--- src/rtl/seg7_4d_disp_sched.sv ---
// Two-requester scheduler feeding a 4-digit hex display: round-robin accept, minimum dwell per word.
// Optional blank gap between words is enabled by defining SEG7_SCHED_BLANK_EN.
module seg7_4d_disp_sched #(
  parameter int DWELL_BITS = 24
) (
  input  logic        clk,
  input  logic        reset,
  input  logic        req0,
  input  logic [15:0] d0,
  input  logic [3:0]  dp0,
  input  logic        sign0,
  output logic        gnt0,
  input  logic        req1,
  input  logic [15:0] d1,
  input  logic [3:0]  dp1,
  input  logic        sign1,
  output logic        gnt1,
  output logic [15:0] d,
  output logic [3:0]  dp,
  output logic        sign,
  output logic        src,
  output logic        busy,
  output logic        blank
);

  typedef enum logic [1:0] {
    IDLE  = 2'd0,
    SHOW  = 2'd1,
    READY = 2'd2,
    BLANK = 2'd3
  } state_t;

  localparam logic [DWELL_BITS-1:0] DWELL_MAX = '1;
`ifdef SEG7_SCHED_BLANK_EN
  localparam logic [DWELL_BITS-1:0] GAP_MAX =
    DWELL_BITS'((64'd1 << (DWELL_BITS - 2)) - 64'd1);
`endif

  state_t                  state_q, state_d;
  logic [DWELL_BITS-1:0]   timer_q, timer_d;
  logic                    last_q, last_d;
  logic [15:0]             d_q, d_d;
  logic [3:0]              dp_q, dp_d;
  logic                    sign_q, sign_d;
  logic                    src_q, src_d;
  logic                    gnt0_q, gnt0_d;
  logic                    gnt1_q, gnt1_d;
  logic                    busy_q, busy_d;
  logic                    blank_q, blank_d;

  logic any_req;
  logic winner;
  logic accept;

  always_comb begin
    any_req = req0 | req1;
    // Contested requests go to whoever was not served last.
    winner  = (req0 & req1) ? ~last_q : req1;

    state_d = state_q;
    timer_d = timer_q;
    last_d  = last_q;
    d_d     = d_q;
    dp_d    = dp_q;
    sign_d  = sign_q;
    src_d   = src_q;
    gnt0_d  = 1'b0;
    gnt1_d  = 1'b0;
    accept  = 1'b0;

    case (state_q)
      IDLE: accept = any_req;
      SHOW: begin
        if (timer_q == DWELL_MAX) begin
          state_d = READY;
          timer_d = '0;
        end else begin
          timer_d = timer_q + DWELL_BITS'(1);
        end
      end
      READY: begin
`ifdef SEG7_SCHED_BLANK_EN
        if (any_req) begin
          state_d = BLANK;
          timer_d = '0;
          d_d     = '0;
          dp_d    = '0;
          sign_d  = 1'b0;
        end
`else
        accept = any_req;
`endif
      end
`ifdef SEG7_SCHED_BLANK_EN
      BLANK: begin
        if (timer_q == GAP_MAX) begin
          timer_d = '0;
          accept  = any_req;
          state_d = READY;
        end else begin
          timer_d = timer_q + DWELL_BITS'(1);
        end
      end
`endif
      default: state_d = IDLE;
    endcase

    if (accept) begin
      state_d = SHOW;
      timer_d = '0;
      last_d  = winner;
      src_d   = winner;
      d_d     = winner ? d1 : d0;
      dp_d    = winner ? dp1 : dp0;
      sign_d  = winner ? sign1 : sign0;
      gnt0_d  = ~winner;
      gnt1_d  = winner;
    end

    busy_d  = (state_d == SHOW) || (state_d == BLANK);
    blank_d = (state_d == BLANK);
  end

  always_ff @(posedge clk) begin
    if (!reset) begin
      state_q <= IDLE;
      timer_q <= '0;
      last_q  <= 1'b1;
      d_q     <= '0;
      dp_q    <= '0;
      sign_q  <= 1'b0;
      src_q   <= 1'b0;
      gnt0_q  <= 1'b0;
      gnt1_q  <= 1'b0;
      busy_q  <= 1'b0;
      blank_q <= 1'b0;
    end else begin
      state_q <= state_d;
      timer_q <= timer_d;
      last_q  <= last_d;
      d_q     <= d_d;
      dp_q    <= dp_d;
      sign_q  <= sign_d;
      src_q   <= src_d;
      gnt0_q  <= gnt0_d;
      gnt1_q  <= gnt1_d;
      busy_q  <= busy_d;
      blank_q <= blank_d;
    end
  end

  assign d    = d_q;
  assign dp   = dp_q;
  assign sign = sign_q;
  assign src  = src_q;
  assign gnt0 = gnt0_q;
  assign gnt1 = gnt1_q;
  assign busy = busy_q;
`ifdef SEG7_SCHED_BLANK_EN
  assign blank = blank_q;
`else
  assign blank = 1'b0;
  logic unused_blank;
  assign unused_blank = blank_q;
`endif

endmodule

--- config.mk ---
export PLATFORM = sky130hd
export DESIGN_NAME = seg7_4d_disp_sched
export DESIGN_NICKNAME = d
export VERILOG_FILES = /design/src/rtl/seg7_4d_disp_sched.sv
export SDC_FILE = /design/constraint.sdc
export NUM_CORES = 1
export LEC_CHECK = 0
export CAP_MARGIN = 20
export CORE_MARGIN = 2
export CORE_UTILIZATION = 49
export DETAILED_ROUTE_END_ITERATION = 10
export HOLD_SLACK_MARGIN = 0.05
export PLACE_DENSITY_LB_ADDON = 0.2
export SLEW_MARGIN = 20
export SYNTH_ARGS = -nofsm -noshare
export SYNTH_HDL_FRONTEND = slang
export SYNTH_SLANG_ARGS = --single-unit
export TNS_END_PERCENT = 1
--- constraint.sdc ---
create_clock -name clk -period 2.71 [get_ports clk]
set_clock_uncertainty 0.15 [all_clocks]
set_input_delay 0.271 -clock clk [delete_from_list [all_inputs] [get_ports clk]]
set_output_delay 0.271 -clock clk [all_outputs]
set_load 0.01 [all_outputs]
Yosys cells after proc, flatten, opt, wreduce, memory -nomap -nowiden
Cells that the tools add are included.
- bits in registers: 52
- input port bits: 46
- output and inout port bits: 26
- word-level logic and storage cells: 35
- $add $sub $neg: 1
- equal/unequal tests: 5
- mux-type cells: 9
- bitwise operators: 5
- reductions and logical operators: 5
- operators by type and width (operator ; number):
    $add 24x1->24 const B ; 1
    $eq 24x24->1 const B ; 1
    $mux 24 ; 1
    $mux 16 ; 1
    $eq 2x1->1 const B ; 2
    $eq 2x2->1 const B ; 2
    $mux 2 ; 2
    $mux 4 ; 1
    $pmux 2 s2 ; 1
    $reduce_or 2->1 ; 2
    $mux 1 ; 3
    $not 1->1 ; 3
    $logic_not 2->1 ; 1
    $reduce_and 2->1 ; 1
    $and 1x1->1 ; 1
    $logic_or 1x1->1 ; 1
    $or 1x1->1 ; 1

Logic depth before layout (Yosys ltp)
- depth in word-level cells: 6
- gate-level depth with buffers: 7
- depth with buffers taken out: 5

Worst setup path before layout
OpenSTA, ideal clock, no wires.
- path kind: flip-flop to flip-flop
- start: register state_q[0]
- end: register timer_q[13]
- library setup time: 71 ps
- arrival: 1671 ps
- data required time: 2489 ps
- setup slack: 818 ps
- cell stages (with the launch flop): 6
- buffers on the path: 1
- clock period less this slack: 1892 ps
- cell sequence: dfxtp_1 nand4b_1 or4_4 buf_6 or3_1 a21oi_1
- cells in the longest elaborated chain, start to end: 4
- elaborated cells between the ends (all ways): 6
- classes of those cells: eq/ne (2); mux (1); reduce/logical (3)
- ends and longest elaborated chain (element ; line ; source):
    start: declaration ; 39 ; state_t state_q, state_d;
    start signal: assignment ; 138 ; state_q <= state_d;
    $eq 2x2->1 / $logic_not 2->1 (equally long branches) ; 71 ; case (state_q)
    $reduce_or 2->1 (no source line) ; -- ;
    $mux 1 ; 71 ;
    $reduce_or 2->1 (no source line) ; -- ;
    end signal: assignment ; 139 ; timer_q <= timer_d;
    end: declaration ; 40 ; logic [DWELL_BITS-1:0] timer_q, timer_d;
Several ways; a longest one is shown, not always the timed one.
A chain may end at the register's enable or synchronous reset.

Worst setup path in the final report
- start: register timer_q[0]
- end: register timer_q[18]
- cells in the longest elaborated chain, start to end: 2
- elaborated cells between the ends (all ways): 3
- classes of those cells: add/sub (1); eq/ne (1); mux (1)
- ends and longest elaborated chain (element ; line ; source):
    $add 24x1->24 / $eq 24x24->1 (equally long branches) ; 78, 74 ;
    $mux 24 (*) ; 74 ; if (timer_q == DWELL_MAX) begin
Every way passes the cells marked *; elsewhere a longest branch is shown, timed or not.

==> reports/qor.yml <==
setup_viol: 0
grt_max_degree: 24
startpoint_type: "flip-flop"
rrSetupSlack_ns: 0.57
grt_pass1_vias: 1983
synth_nets: 277
power_frac_seq: 0.507
clock_path_buffers: 2
nNetsFinal: 345
status: "finished clean"
diodes: 0
ant_nets: 0
stdcell_area_um2: 3040
leakagePower_nw: 1.23
post_cts_resized: 0
die_w_um: 71.0
worst_ep_required_time_ns: 2.80
dpl_worst_slack_ns: 0.582
cts_hold_buf: 0
synth-seq-cells: 51
tightest_slew_ns: 0.549
postCtsSetupBuffers: 0
crit_slowest_cell: "or4_1"
synth.distinct_cells: 39
htreeDepth: 2
hold_viol: 0
seq_area_um2: 1020
fillCellCount: 315
cts_buffers: 5
grt_use_total: 0.214
worstSkewPairLatency_ns: 0.30
yosysMostFrequentCell: "dfxtp_1"
grt_pass1_wl_mm: 8.74
drc: 0
synth_ff_type: "dfxtp_1"
path_max_fanout: 13
synthMuxAreaShare: 0
multiInputGateArea_um2: 1100
synth_top_area_cell: "dfxtp_1"
synth-edff-count: 0
gr-total-overflow: 0
drive_above_1_share: 0.0671
setup.worst_path.class: "flip-flop to flip-flop"
pwr-share-clk: 0.314
comb_power_share: 0.180
crit_path_max_incr_delay_ns: 0.53
slew_headroom: 0.631
finalSetupTns_ns: 0
tritoncts: "yes"
ir_worst_vdd_mv: 0.360
ys_async_sr_fraction: 0
synth-adder-area-share: 0.00568
clk_pin_slew_ns: 0.09
area_growth_syn_to_layout_pct: 38.2
io-pin-count: 72
maxSlewViolCount: 0
synth_area_leaders: "dfxtp_1, a22o_1, a21o_1"
die_h_um: 71.0
avgSynthCellArea_um2: 9.57
rows: 24
ys_seq_area_frac: 0.464
yosys.area_share.simple: 0.196
post_drt_via_cell_ratio: 5.59
placed_cell_area_um2: 2940
path_cells: "ha_1 > and3b_1 > nand4_1 > or4_1 > a21oi_1"
antenna_found_initial: 0
die_area_um2: 5050
fin_crit_sh: 0.790
wl_per_cell_um: 14.8
core_area_um2: 4350
cts-root-buf: "clkbuf_8"
maxCapViolations: 0
wirelength_mm: 5.19
synthDominantCellAreaShare: 0.464
drt_iter0_drc: 64
synth_xor_area_frac: 0.0318
worstPathArrival_ns: 2.23
path_buf_inv: 0
synth_top_family_by_area: "compound AO/OA/AOI/OAI gates"
fin_crit_ns: 2.14
ys_top_cells_by_count: "dfxtp_1, a21o_1, a22o_1, a21oi_1, nor2_1"
ys_warn_count: 0
hp-class: "flip-flop to flip-flop"
syn_area_um2: 2200
intPower_mw: 1.24
powerDensity_nw_per_um2: 533
p_switching_mw: 0.379
worst_slack_ns: 0.569
synth_compound_area_frac: 0.264
clkSinkCount: 51
initial_utilization: 0.506
switching_share: 0.234
dp_hpwl_mm: 3.68
endpoint_kind: "flip-flop"
io_buffers: 70
fmax_ghz: 0.467
drt_first_pass_iters: 4
gp_congestion: 0.802
hold_slack_ns: 0.317
rsz0062_at_grt: "no"
critical-path-top-delay-family: "simple AND/OR/NAND/NOR gates"
netlist_instances: 230
routed-via-count: 1956
[logic make-up after synthesis]
family | count (synthesis)
xor+xnor | 8
flops | 51
other cells | 1
compound gates | 79
fa+ha+maj | 1
buf+inv | 18
simple gates | 72
[worst paths after layout]
| check | start | to | cells past startpoint |
|---|---|---|---|
| setup / recovery | timer_q[0] | timer_q[18] | 5 |
| setup reg to reg | timer_q[0] | timer_q[18] | 5 |
| hold reg to reg | src | src | 1 |
| hold / removal | src | src | 1 |
[sequential cells by signal, summed over array words and instances (netlist names)]
signal,cells
d,16
dp,4
gnt0,1
gnt1,1
last_q,1
sign,1
src,1
state_q,2
timer_q,24
[final cells by class]
class | instances | area share
Sequential cell | 51 | 0.335
Inverter | 4 | 0.00493
Clock inverter | 2 | 0.0123
Clock buffer | 5 | 0.0226
Tap cell | 52 | 0.0214
Timing Repair Buffer | 75 | 0.242
Multi-Input combinational cell | 161 | 0.361
[placed cells by master, fill, tap and decap left out, types with 8 or more instances in the layout]
master / netlist / routed
nand3_1: 8 / 8
dfxtp_1: 51 / 51
or3_1: 8 / 8
nor2_1: 12 / 12
o21ai_0: 8 / 8
a21oi_1: 14 / 14
nand2_1: 11 / 11
a22o_1: 21 / 21
a21o_1: 22 / 22
clkdlybuf4s50_1: 0 / 70
[metrics by stage]
stage	power, mW	utilization	instances
2_1_floorplan	0.956	-	230
3_3_place_gp	1.13	0.675	343
3_5_place_dp	1.13	0.675	343
4_1_cts	1.64	0.699	350
5_1_grt	1.70	0.699	350
6_report	1.62	0.699	350
[metal layers]
layer  global-route usage  vias up  wire length [um]
met5                    0        -                 0
met3                0.101       10               503
met4               0.0839        0                92
met1                0.248      892              2300
met2                0.344       69              2300
li1                     -      985                 -
[power by group through the flow]
stage	sequential, mW	combinational, mW	clock [mW]
detailed placement	0.837	0.293	0
global placement	0.837	0.289	0
CTS	0.821	0.295	0.526
floorplan	0.854	0.102	0
finish	0.821	0.291	0.509
global route	0.828	0.314	0.558
(Power assumes the default switching activity.)
